--- src/rtl/input_buffer_sequencer_if.sv ---
// Handshake and buffer-control bundle for the input buffer sequencer.
// The sequencer sits on the slave side; the environment drives the master side.
interface input_buffer_sequencer_if #(
  parameter int address_width = 12
);
  logic                     start;
  logic                     in_valid;
  logic                     in_ready;
  logic                     out_ready;
  logic                     out_valid;
  logic                     out_last;
  logic                     buf_enable;
  logic                     buf_rwEn;
  logic [address_width-1:0] buf_address;
  logic                     busy;
  logic                     done;

  modport master (
    output start, in_valid, out_ready,
    input  in_ready, out_valid, out_last, buf_enable, buf_rwEn, buf_address, busy, done
  );

  modport slave (
    input  start, in_valid, out_ready,
    output in_ready, out_valid, out_last, buf_enable, buf_rwEn, buf_address, busy, done
  );
endinterface

--- src/rtl/input_buffer_sequencer.sv ---
// Input buffer sequencer: loads synopseFold upstream words into the buffer,
// then replays them neuronFold times to the consumer. Only the buffer control
// pins and the handshakes are generated here; data bypasses this block.
module input_buffer_sequencer #(
  parameter int address_width = 12,
  parameter int synopseFold   = 18,
  parameter int neuronFold    = 4
) (
  input logic                     clk,
  input logic                     rst,
  input_buffer_sequencer_if.slave bus
);

  localparam int FOLD_W = (neuronFold > 1) ? $clog2(neuronFold) : 1;

  localparam logic [address_width-1:0] LAST_ADDR = address_width'(synopseFold - 1);
  localparam logic [FOLD_W-1:0]        LAST_FOLD = FOLD_W'(neuronFold - 1);

  localparam logic [1:0] S_IDLE   = 2'd0;
  localparam logic [1:0] S_LOAD   = 2'd1;
  localparam logic [1:0] S_STREAM = 2'd2;
  localparam logic [1:0] S_DRAIN  = 2'd3;

  logic [1:0]               r_state;
  logic [address_width-1:0] r_wr_cnt;
  logic [address_width-1:0] r_rd_addr;
  logic [FOLD_W-1:0]        r_fold_cnt;
  logic                     r_out_valid;
  logic                     r_out_last;
  logic                     r_done;

  logic                     w_wr_fire;
  logic                     w_wr_last;
  logic                     w_rd_issue;
  logic                     w_rd_wrap;
  logic                     w_fold_last;
  logic                     w_accept;
  logic                     w_buf_enable;
  logic                     w_buf_rwEn;
  logic [address_width-1:0] w_buf_address;

  // Handshake decode and buffer access generation for the current cycle
  always_comb begin
    w_wr_fire     = (r_state == S_LOAD) && bus.in_valid;
    w_wr_last     = (r_wr_cnt == LAST_ADDR);
    // A read may issue when the output stage is empty or is being emptied now
    w_rd_issue    = (r_state == S_STREAM) && (!r_out_valid || bus.out_ready);
    w_rd_wrap     = (r_rd_addr == LAST_ADDR);
    w_fold_last   = (r_fold_cnt == LAST_FOLD);
    w_accept      = r_out_valid && bus.out_ready;
    w_buf_enable  = w_wr_fire || w_rd_issue;
    w_buf_rwEn    = w_wr_fire;
    w_buf_address = '0;
    if (w_wr_fire) begin
      w_buf_address = r_wr_cnt;
    end else if (w_rd_issue) begin
      w_buf_address = r_rd_addr;
    end
  end

  // Frame state machine and write/read/fold counters
  always_ff @(posedge clk or negedge rst) begin
    if (!rst) begin
      r_state    <= S_IDLE;
      r_wr_cnt   <= '0;
      r_rd_addr  <= '0;
      r_fold_cnt <= '0;
    end else begin
      case (r_state)
        S_IDLE: begin
          // Counters are held clear so every frame starts from address 0
          r_wr_cnt   <= '0;
          r_rd_addr  <= '0;
          r_fold_cnt <= '0;
          if (bus.start) begin
            r_state <= S_LOAD;
          end
        end
        S_LOAD: begin
          if (w_wr_fire) begin
            if (w_wr_last) begin
              r_state <= S_STREAM;
            end else begin
              r_wr_cnt <= r_wr_cnt + address_width'(1);
            end
          end
        end
        S_STREAM: begin
          if (w_rd_issue) begin
            if (w_rd_wrap) begin
              r_rd_addr <= '0;
              if (w_fold_last) begin
                r_state <= S_DRAIN;
              end else begin
                r_fold_cnt <= r_fold_cnt + FOLD_W'(1);
              end
            end else begin
              r_rd_addr <= r_rd_addr + address_width'(1);
            end
          end
        end
        S_DRAIN: begin
          if (w_accept) begin
            r_state <= S_IDLE;
          end
        end
        default: r_state <= S_IDLE;
      endcase
    end
  end

  // Output stage tracking the one-cycle buffer read latency
  always_ff @(posedge clk or negedge rst) begin
    if (!rst) begin
      r_out_valid <= 1'b0;
      r_out_last  <= 1'b0;
    end else if (w_rd_issue) begin
      r_out_valid <= 1'b1;
      r_out_last  <= w_rd_wrap;
    end else if (w_accept) begin
      r_out_valid <= 1'b0;
      r_out_last  <= 1'b0;
    end
  end

  // Single-cycle completion pulse after the final word is taken
  always_ff @(posedge clk or negedge rst) begin
    if (!rst) begin
      r_done <= 1'b0;
    end else begin
      r_done <= (r_state == S_DRAIN) && w_accept;
    end
  end

  assign bus.in_ready    = (r_state == S_LOAD);
  assign bus.out_valid   = r_out_valid;
  assign bus.out_last    = r_out_last;
  assign bus.buf_enable  = w_buf_enable;
  assign bus.buf_rwEn    = w_buf_rwEn;
  assign bus.buf_address = w_buf_address;
  assign bus.busy        = (r_state != S_IDLE);
  assign bus.done        = r_done;

endmodule

--- src/flat_wrapper.sv ---
// flat-port wrapper written by rule: the top's interface ports become plain ports
module input_buffer_sequencer_flat 
#(
  parameter int address_width = 12,
  parameter int synopseFold   = 18,
  parameter int neuronFold    = 4
)
  (clk, rst, bus_start, bus_in_valid, bus_out_ready, bus_in_ready, bus_out_valid, bus_out_last, bus_buf_enable, bus_buf_rwEn, bus_buf_address, bus_busy, bus_done);
  input_buffer_sequencer_if #(.address_width(address_width)) bus_i ();
  input logic clk;
  input logic rst;
  input wire logic [$bits(bus_i.start)-1:0] bus_start;
  input wire logic [$bits(bus_i.in_valid)-1:0] bus_in_valid;
  input wire logic [$bits(bus_i.out_ready)-1:0] bus_out_ready;
  output wire logic [$bits(bus_i.in_ready)-1:0] bus_in_ready;
  output wire logic [$bits(bus_i.out_valid)-1:0] bus_out_valid;
  output wire logic [$bits(bus_i.out_last)-1:0] bus_out_last;
  output wire logic [$bits(bus_i.buf_enable)-1:0] bus_buf_enable;
  output wire logic [$bits(bus_i.buf_rwEn)-1:0] bus_buf_rwEn;
  output wire logic [$bits(bus_i.buf_address)-1:0] bus_buf_address;
  output wire logic [$bits(bus_i.busy)-1:0] bus_busy;
  output wire logic [$bits(bus_i.done)-1:0] bus_done;
  assign bus_i.start = bus_start;
  assign bus_i.in_valid = bus_in_valid;
  assign bus_i.out_ready = bus_out_ready;
  assign bus_in_ready = bus_i.in_ready;
  assign bus_out_valid = bus_i.out_valid;
  assign bus_out_last = bus_i.out_last;
  assign bus_buf_enable = bus_i.buf_enable;
  assign bus_buf_rwEn = bus_i.buf_rwEn;
  assign bus_buf_address = bus_i.buf_address;
  assign bus_busy = bus_i.busy;
  assign bus_done = bus_i.done;
  input_buffer_sequencer #(.address_width(address_width), .synopseFold(synopseFold), .neuronFold(neuronFold)) u_core (.clk(clk), .rst(rst), .bus(bus_i));
endmodule
--- config.mk ---
export PLATFORM = sky130hd
export DESIGN_NAME = input_buffer_sequencer_flat
export DESIGN_NICKNAME = d
export VERILOG_FILES = /design/src/rtl/input_buffer_sequencer_if.sv /design/src/rtl/input_buffer_sequencer.sv /design/src/flat_wrapper.sv
export SDC_FILE = /design/constraint.sdc
export NUM_CORES = 1
export LEC_CHECK = 0
export ABC_AREA = 1
export BUFFER_PORTS_ARGS = -buffer_cell sky130_fd_sc_hd__buf_2
export CORE_ASPECT_RATIO = 0.6
export CORE_MARGIN = 2
export CORE_UTILIZATION = 51
export CTS_CLUSTER_DIAMETER = 50
export DETAILED_ROUTE_END_ITERATION = 10
export PLACE_DENSITY_LB_ADDON = 0.2
export SLEW_MARGIN = 15
export SYNTH_ARGS = -nofsm -noshare
export SYNTH_HDL_FRONTEND = slang
export SYNTH_SLANG_ARGS = --single-unit
--- constraint.sdc ---
create_clock -name clk -period 2.08 [get_ports clk]
set_clock_uncertainty 0.05 [all_clocks]
set_input_delay 0.312 -clock clk [delete_from_list [all_inputs] [get_ports clk]]
set_output_delay 0.312 -clock clk [all_outputs]
set_load 0.03 [all_outputs]
==> results.py, run 1 <==
metrics = {
    "run_status": {
        "status": "completed",
    },
    "clocking": {
        "htree_levels": 2,
        "cts_tree": "done",
        "cts_hold_buf": 0,
        "cts.sinks": 31,
        "clk_pin_slew_worst_paths_ps": 70,
        "clockBufferDepth": 2,
        "root_buffer": "clkbuf_8",
        "clock_latency_ps": 280,
        "cts_setup_buffers": 0,
        "numCtsBuffers": 5,
    },
    "synthesis": {
        "synth_top_area_share_pct": 35.7,
        "yosysUniqueCellTypes": 27,
        "synthCells": 311,
        "ys_top_cells_by_area": "dfrtp_1 (36%), nand2_1 (13%), nand3_1 (8.8%)",
        "synth_seq_cells": 31,
        "ys_warn_count": 0,
        "avgSynthCellArea_um2": 6.98,
        "netlist_area_um2": 2170,
        "yosysTopAreaCell": "dfrtp_1",
        "seq_area_frac_synth_pct": 35.7,
        "synth_nets": 326,
    },
    "global_route": {
        "grt_pass1_vias": 1853,
        "grt_pass1_wl_um": 9070,
        "antenna_found_initial": 0,
        "grt_max_degree": 32,
        "grt_overflow": 0,
        "grt_usage_pct": 25.3,
    },
    "pwr": {
        "p_leak_nw": 1.16,
        "switching_power_mw": 1.29,
        "seqPwrFrac_pct": 29.1,
        "p_int_mw": 1.39,
        "switching_share_pct": 48.1,
        "ir_worst_vdd_mv": 0.795,
        "report.power.total_mw": 2.68,
        "power_density_nw_per_um2": 1060,
        "clkPwrFrac_pct": 20.1,
        "combPwrFrac_pct": 50.8,
    },
    "finish": {
        "final_cell_mix": "nand2_1 (71), nand3_1 (38), inv_1 (36), dfrtp_1 (31), nor2_1 (29)",
        "fin_area_um2": 2520,
        "nFillCells": 386,
        "layout_commonest_cell": "nand2_1",
        "drive_gt1_share_pct": 18.8,
        "num-nets-final": 355,
        "instances_no_fill": 401,
        "area_growth_syn_to_layout_pct": 16.1,
        "num_antenna_cells": 0,
    },
    "detailed_routing": {
        "ant_nets": 0,
        "drc": 0,
        "vias": 2188,
        "via_per_inst": 5.46,
        "drt-pass1-iter-count": 5,
        "initialDrtViolationCount": 192,
        "post_drt_wl_per_cell_um": 14.2,
        "routed_wirelength_um": 5690,
    },
    "floorplan": {
        "initial_core_util_pct": 53.0,
        "die_area_um2": 4810,
        "die_x_um": 88.3,
        "core_um2": 4100,
        "io_pins": 24,
        "num_rows": 18,
        "die_h_um": 54.6,
    },
    "setup_path": {
        "timing.rr.start": "u_core.r_state[0]",
        "critPathLaunchType": "flop",
        "crit_fanout": 6,
        "cp_data_required_time_ps": 1720,
        "reg2reg_depth": 8,
        "critPathKind": "reg2out",
        "reg2reg_to": "u_core.r_rd_addr[5]",
        "reg2reg_setup_slack_ps": 180,
        "end_kind": "primary output",
        "crit_arrival_ps": 1620,
    },
    "timing": {
        "drv_slew": 0,
        "min_period_ps": 1980,
        "rsz0062_at_grt": "false",
        "setup-tns-final_ps": 0,
        "relSlewSlack_pct": 54.3,
        "hold_viol": 0,
        "min_period_over_period_pct": 95.1,
        "max_freq_mhz": 506,
        "setup-violations-final": 0,
        "tightestPinTransition_ps": 686,
    },
    "placement": {
        "gp_congestion": 0.950,
        "dp_hpwl_um": 4200,
        "placed_cells": 391,
        "placed_area_um2": 2350,
        "io_buffers": 23,
    },
    "job": {
        "max-cap-violations": 0,
    },
    "worst_hold_path": {
        "hold_path.class": "in2async",
    },
}
## sequential cells by signal, indices dropped and copies added, names as in the netlist
register	flops
u_core.r_rd_addr	12
u_core.bus.out_last	1
u_core.bus.out_valid	1
u_core.bus.done	1
u_core.r_fold_cnt	2
u_core.r_state	2
u_core.r_wr_cnt	12
## cell families after synthesis
family / synth area share [%]
buf+inv: 9.68
compound gates: 12.0
xor+xnor: 1.61
simple gates: 35.3
flops: 35.7
fa+ha+maj: 5.76
## synth_stat cells
| cell type | instances |
|---|---|
| o21bai_1 | 2 |
| dfrtp_1 | 31 |
| o211ai_1 | 1 |
| nor2_1 | 29 |
| clkbuf_1 | 3 |
| xor2_1 | 4 |
| nand2_2 | 2 |
| or2_2 | 3 |
| nor3_1 | 5 |
| nand4_1 | 12 |
| nand3_1 | 38 |
| buf_12 | 1 |
| o21ai_2 | 5 |
| a21oi_1 | 3 |
| nand2_4 | 2 |
| nand2_1 | 73 |
| o21ai_0 | 30 |
| inv_4 | 1 |
| and3_1 | 1 |
| buf_2 | 3 |
| nor2_2 | 4 |
| inv_1 | 39 |
| o22ai_1 | 3 |
| inv_2 | 3 |
| ha_1 | 10 |
| o21ai_1 | 2 |
| nand3b_1 | 1 |
## how the worst max path moves through the flow
stage | startpoint | endpoint | slack [ps] | cells past startpoint
after floorplan | u_core.r_state[1] | bus_buf_address[10] | -40 | 5
after global placement | u_core.r_state[0] | bus_buf_address[6] | 210 | 7
after detailed placement | u_core.r_state[0] | bus_buf_address[6] | 170 | 7
after CTS | u_core.r_state[1] | bus_buf_address[6] | 1 | 7
after global routing | u_core.r_state[0] | bus_buf_address[4] | 10 | 7
final | u_core.r_state[0] | bus_buf_address[10] | 100 | 7
## through the flow
stage               setup slack, ps  utilization [%]  hold WS, ps
floorplan                     -40.5                -        -33.6
global placement                212             57.2          356
detailed placement              167             57.2          361
CTS                            1.22             59.7         52.8
global route                   11.4             61.5         87.9
finish                          102             61.5         13.2
## power by group through the flow
stage | sequential [mW] | combinational, mW | clock (mW)
2_1_floorplan | 0.784 | 0.953 | 0
3_3_place_gp | 0.784 | 1.22 | 0
3_5_place_dp | 0.786 | 1.24 | 0
4_1_cts | 0.775 | 1.25 | 0.546
5_1_grt | 0.793 | 1.50 | 0.573
6_report | 0.780 | 1.36 | 0.537
## worst max-delay path, stage by stage, from the launching register on
cell	delay, ps
dfrtp_1	410
inv_2	90
ha_2	200
nand2_4	90
clkinvlp_4	160
nand3_1	80
o21ai_1	80
buf_2	210
## final cells by class
| type | count | area [µm²] | area share [%] |
|---|---|---|---|
| Inverter | 43 | 166 | 6.60 |
| Clock buffer | 8 | 100 | 3.97 |
| Timing Repair Buffer | 28 | 193 | 7.64 |
| Timing Repair inverter | 1 | 7.51 | 0.298 |
| Multi-Input combinational cell | 230 | 1200 | 47.8 |
| Tap cell | 60 | 75.1 | 2.98 |
| Sequential cell | 31 | 776 | 30.8 |
## routing by layer
metal	global-route usage, %	vias to the layer above	part of all wire (%)
met5	0	-	0
met2	34.2	112	39
li1	-	1079	-
met1	40.2	986	51
met4	4.55	0	0.63
met3	6.33	11	9.6
## repair_timing
item,4_1_cts,5_1_grt
cloned,0,2
gates resized for setup,2,17
endpoints found under the hold margin,0,0
setup endpoints to repair,12,14
Note: power is estimated with default switching activity, not from simulation.
==> inputs of run 2 (changes only) <==
REMOVE_ABC_BUFFERS = 1   (was not set)
==> results.py, run 2 (same netlist as run 1, synthesis figures left out) <==
metrics = {
    "pwr": {
        "power_density_nw_per_um2": 1060,
        "p_leak_nw": 1.14,
        "ir_worst_vdd_mv": 0.920,
        "report.power.total_mw": 2.69,
    },
    "finish": {
        "fin_area_um2": 2540,
        "layout_commonest_cell": "nand2_1",
        "drive_gt1_share_pct": 18.8,
        "num-nets-final": 355,
        "nFillCells": 388,
        "area_growth_syn_to_layout_pct": 16.8,
        "num_antenna_cells": 0,
        "top_regs": "u_core.r_rd_addr: 12 flops, u_core.r_wr_cnt: 12 flops",
        "final_cell_mix": "nand2_1 (71), nand3_1 (38), inv_1 (35), dfrtp_1 (30)",
        "instances_no_fill": 401,
    },
    "floorplan": {
        "initial_core_util_pct": 53.0,
        "core_um2": 4100,
        "die_area_um2": 4810,
        "die_x_um": 88.3,
        "num_rows": 18,
        "die_h_um": 54.6,
        "io_pins": 24,
    },
    "detailed_routing": {
        "initialDrtViolationCount": 215,
        "drt-pass1-iter-count": 5,
        "drc": 0,
        "ant_nets": 0,
        "vias": 2121,
        "routed_wirelength_um": 5670,
        "post_drt_wl_per_cell_um": 14.1,
        "via_per_inst": 5.29,
    },
    "setup_path": {
        "cp_data_required_time_ps": 1720,
        "reg2reg_to": "u_core.r_rd_addr[5]",
        "critPathKind": "reg2out",
        "timing.rr.start": "u_core.r_state[0]",
        "end_kind": "primary output",
        "critPathLaunchType": "flop",
        "crit_arrival_ps": 1660,
        "reg2reg_setup_slack_ps": 350,
        "reg2reg_depth": 9,
        "crit_fanout": 25,
    },
    "clocking": {
        "htree_levels": 2,
        "clk_pin_slew_worst_paths_ps": 60,
        "cts.sinks": 31,
        "cts_hold_buf": 0,
        "root_buffer": "clkbuf_8",
        "numCtsBuffers": 5,
        "cts_tree": "done",
        "clock_latency_ps": 290,
        "cts_setup_buffers": 0,
        "clockBufferDepth": 2,
    },
    "placement": {
        "dp_hpwl_um": 4230,
        "placed_cells": 392,
        "gp_congestion": 0.968,
        "io_buffers": 23,
        "placed_area_um2": 2370,
    },
    "timing": {
        "setup-violations-final": 0,
        "drv_slew": 0,
        "hold_viol": 0,
        "min_period_over_period_pct": 97.0,
        "max_freq_mhz": 496,
        "tightestPinTransition_ps": 703,
        "whs_ps": 23.6,
        "relSlewSlack_pct": 53.2,
        "setup-tns-final_ps": 0,
        "min_period_ps": 2020,
    },
    "global_route": {
        "antenna_found_initial": 0,
        "grt_usage_pct": 26.5,
        "grt_pass1_vias": 1881,
        "grt_max_degree": 32,
        "grt_overflow": 0,
        "grt_pass1_wl_um": 9340,
    },
    "job": {
        "max-cap-violations": 0,
    },
    "run_status": {
        "status": "completed",
    },
    "worst_hold_path": {
        "hold_path.class": "in2async",
    },
}
run 2: changes by cell type in the layout (fill, tap and decap cells not counted), moves of 2 or more:
cell / delta
clkinvlp_4: +2
o21ai_1: -10
ha_2: -2
o21ai_0: +11
buf_4: +11
buf_2: -9
run 2: worst max-delay path: stages, from the launching register on:
cell     delay [ps]
dfrtp_2         440
inv_2            90
ha_1            200
nand2_2         100
buf_12          160
o21ai_0         170
buf_4           190
run 2: cell type report:
class | count | area (µm²) | area share (%)
multi-input cells | 230 | 1210 | 47.6
inverters | 43 | 171 | 6.76
clock buffers | 8 | 100 | 3.94
flip-flops and latches | 31 | 777 | 30.6
repair buffers | 28 | 198 | 7.79
well taps | 60 | 75.1 | 2.96
repair inverters | 1 | 7.51 | 0.296
run 2: worst max path at each step:
stage | start | depth (start not counted) | endpoint | slack (ps)
floorplan | u_core.r_state[1] | 4 | bus_buf_address[0] | -560
global placement | u_core.r_state[0] | 7 | bus_buf_address[6] | 150
detailed placement | u_core.r_state[0] | 7 | bus_buf_address[6] | 100
CTS | u_core.r_state[1] | 6 | bus_buf_address[6] | 0.6
global route | u_core.r_state[1] | 6 | bus_buf_address[11] | -20
finish | u_core.r_state[1] | 6 | bus_buf_address[8] | 60
run 2: per-stage QoR:
stage          util, %  worst slack [ps]
6_report          61.9              62.4
3_5_place_dp      57.7              99.0
5_1_grt           61.9             -19.4
2_1_floorplan        -              -557
4_1_cts           60.7             0.638
3_3_place_gp      57.7               149
run 2: per-layer routing:
metal | vias up | routed length, µm | track usage [%] | share of wire [%]
li1 | 1069 | - | - | -
met1 | 964 | 2920 | 41.3 | 51
met2 | 82 | 2230 | 36.3 | 39
met3 | 6 | 455 | 5.58 | 8.0
met4 | 0 | 68 | 7.83 | 1.2
met5 | - | 0 | 0 | 0
run 2: power by group:
group          switching (mW)  internal [mW]  total [mW]
sequential             0.0980          0.687       0.785
clock                   0.233          0.302       0.535
combinational           0.951          0.420        1.37
run 2: timing repair:
action	CTS	global route
gates resized for setup	6	19
cloned	1	0
endpoints found under the setup margin	12	13
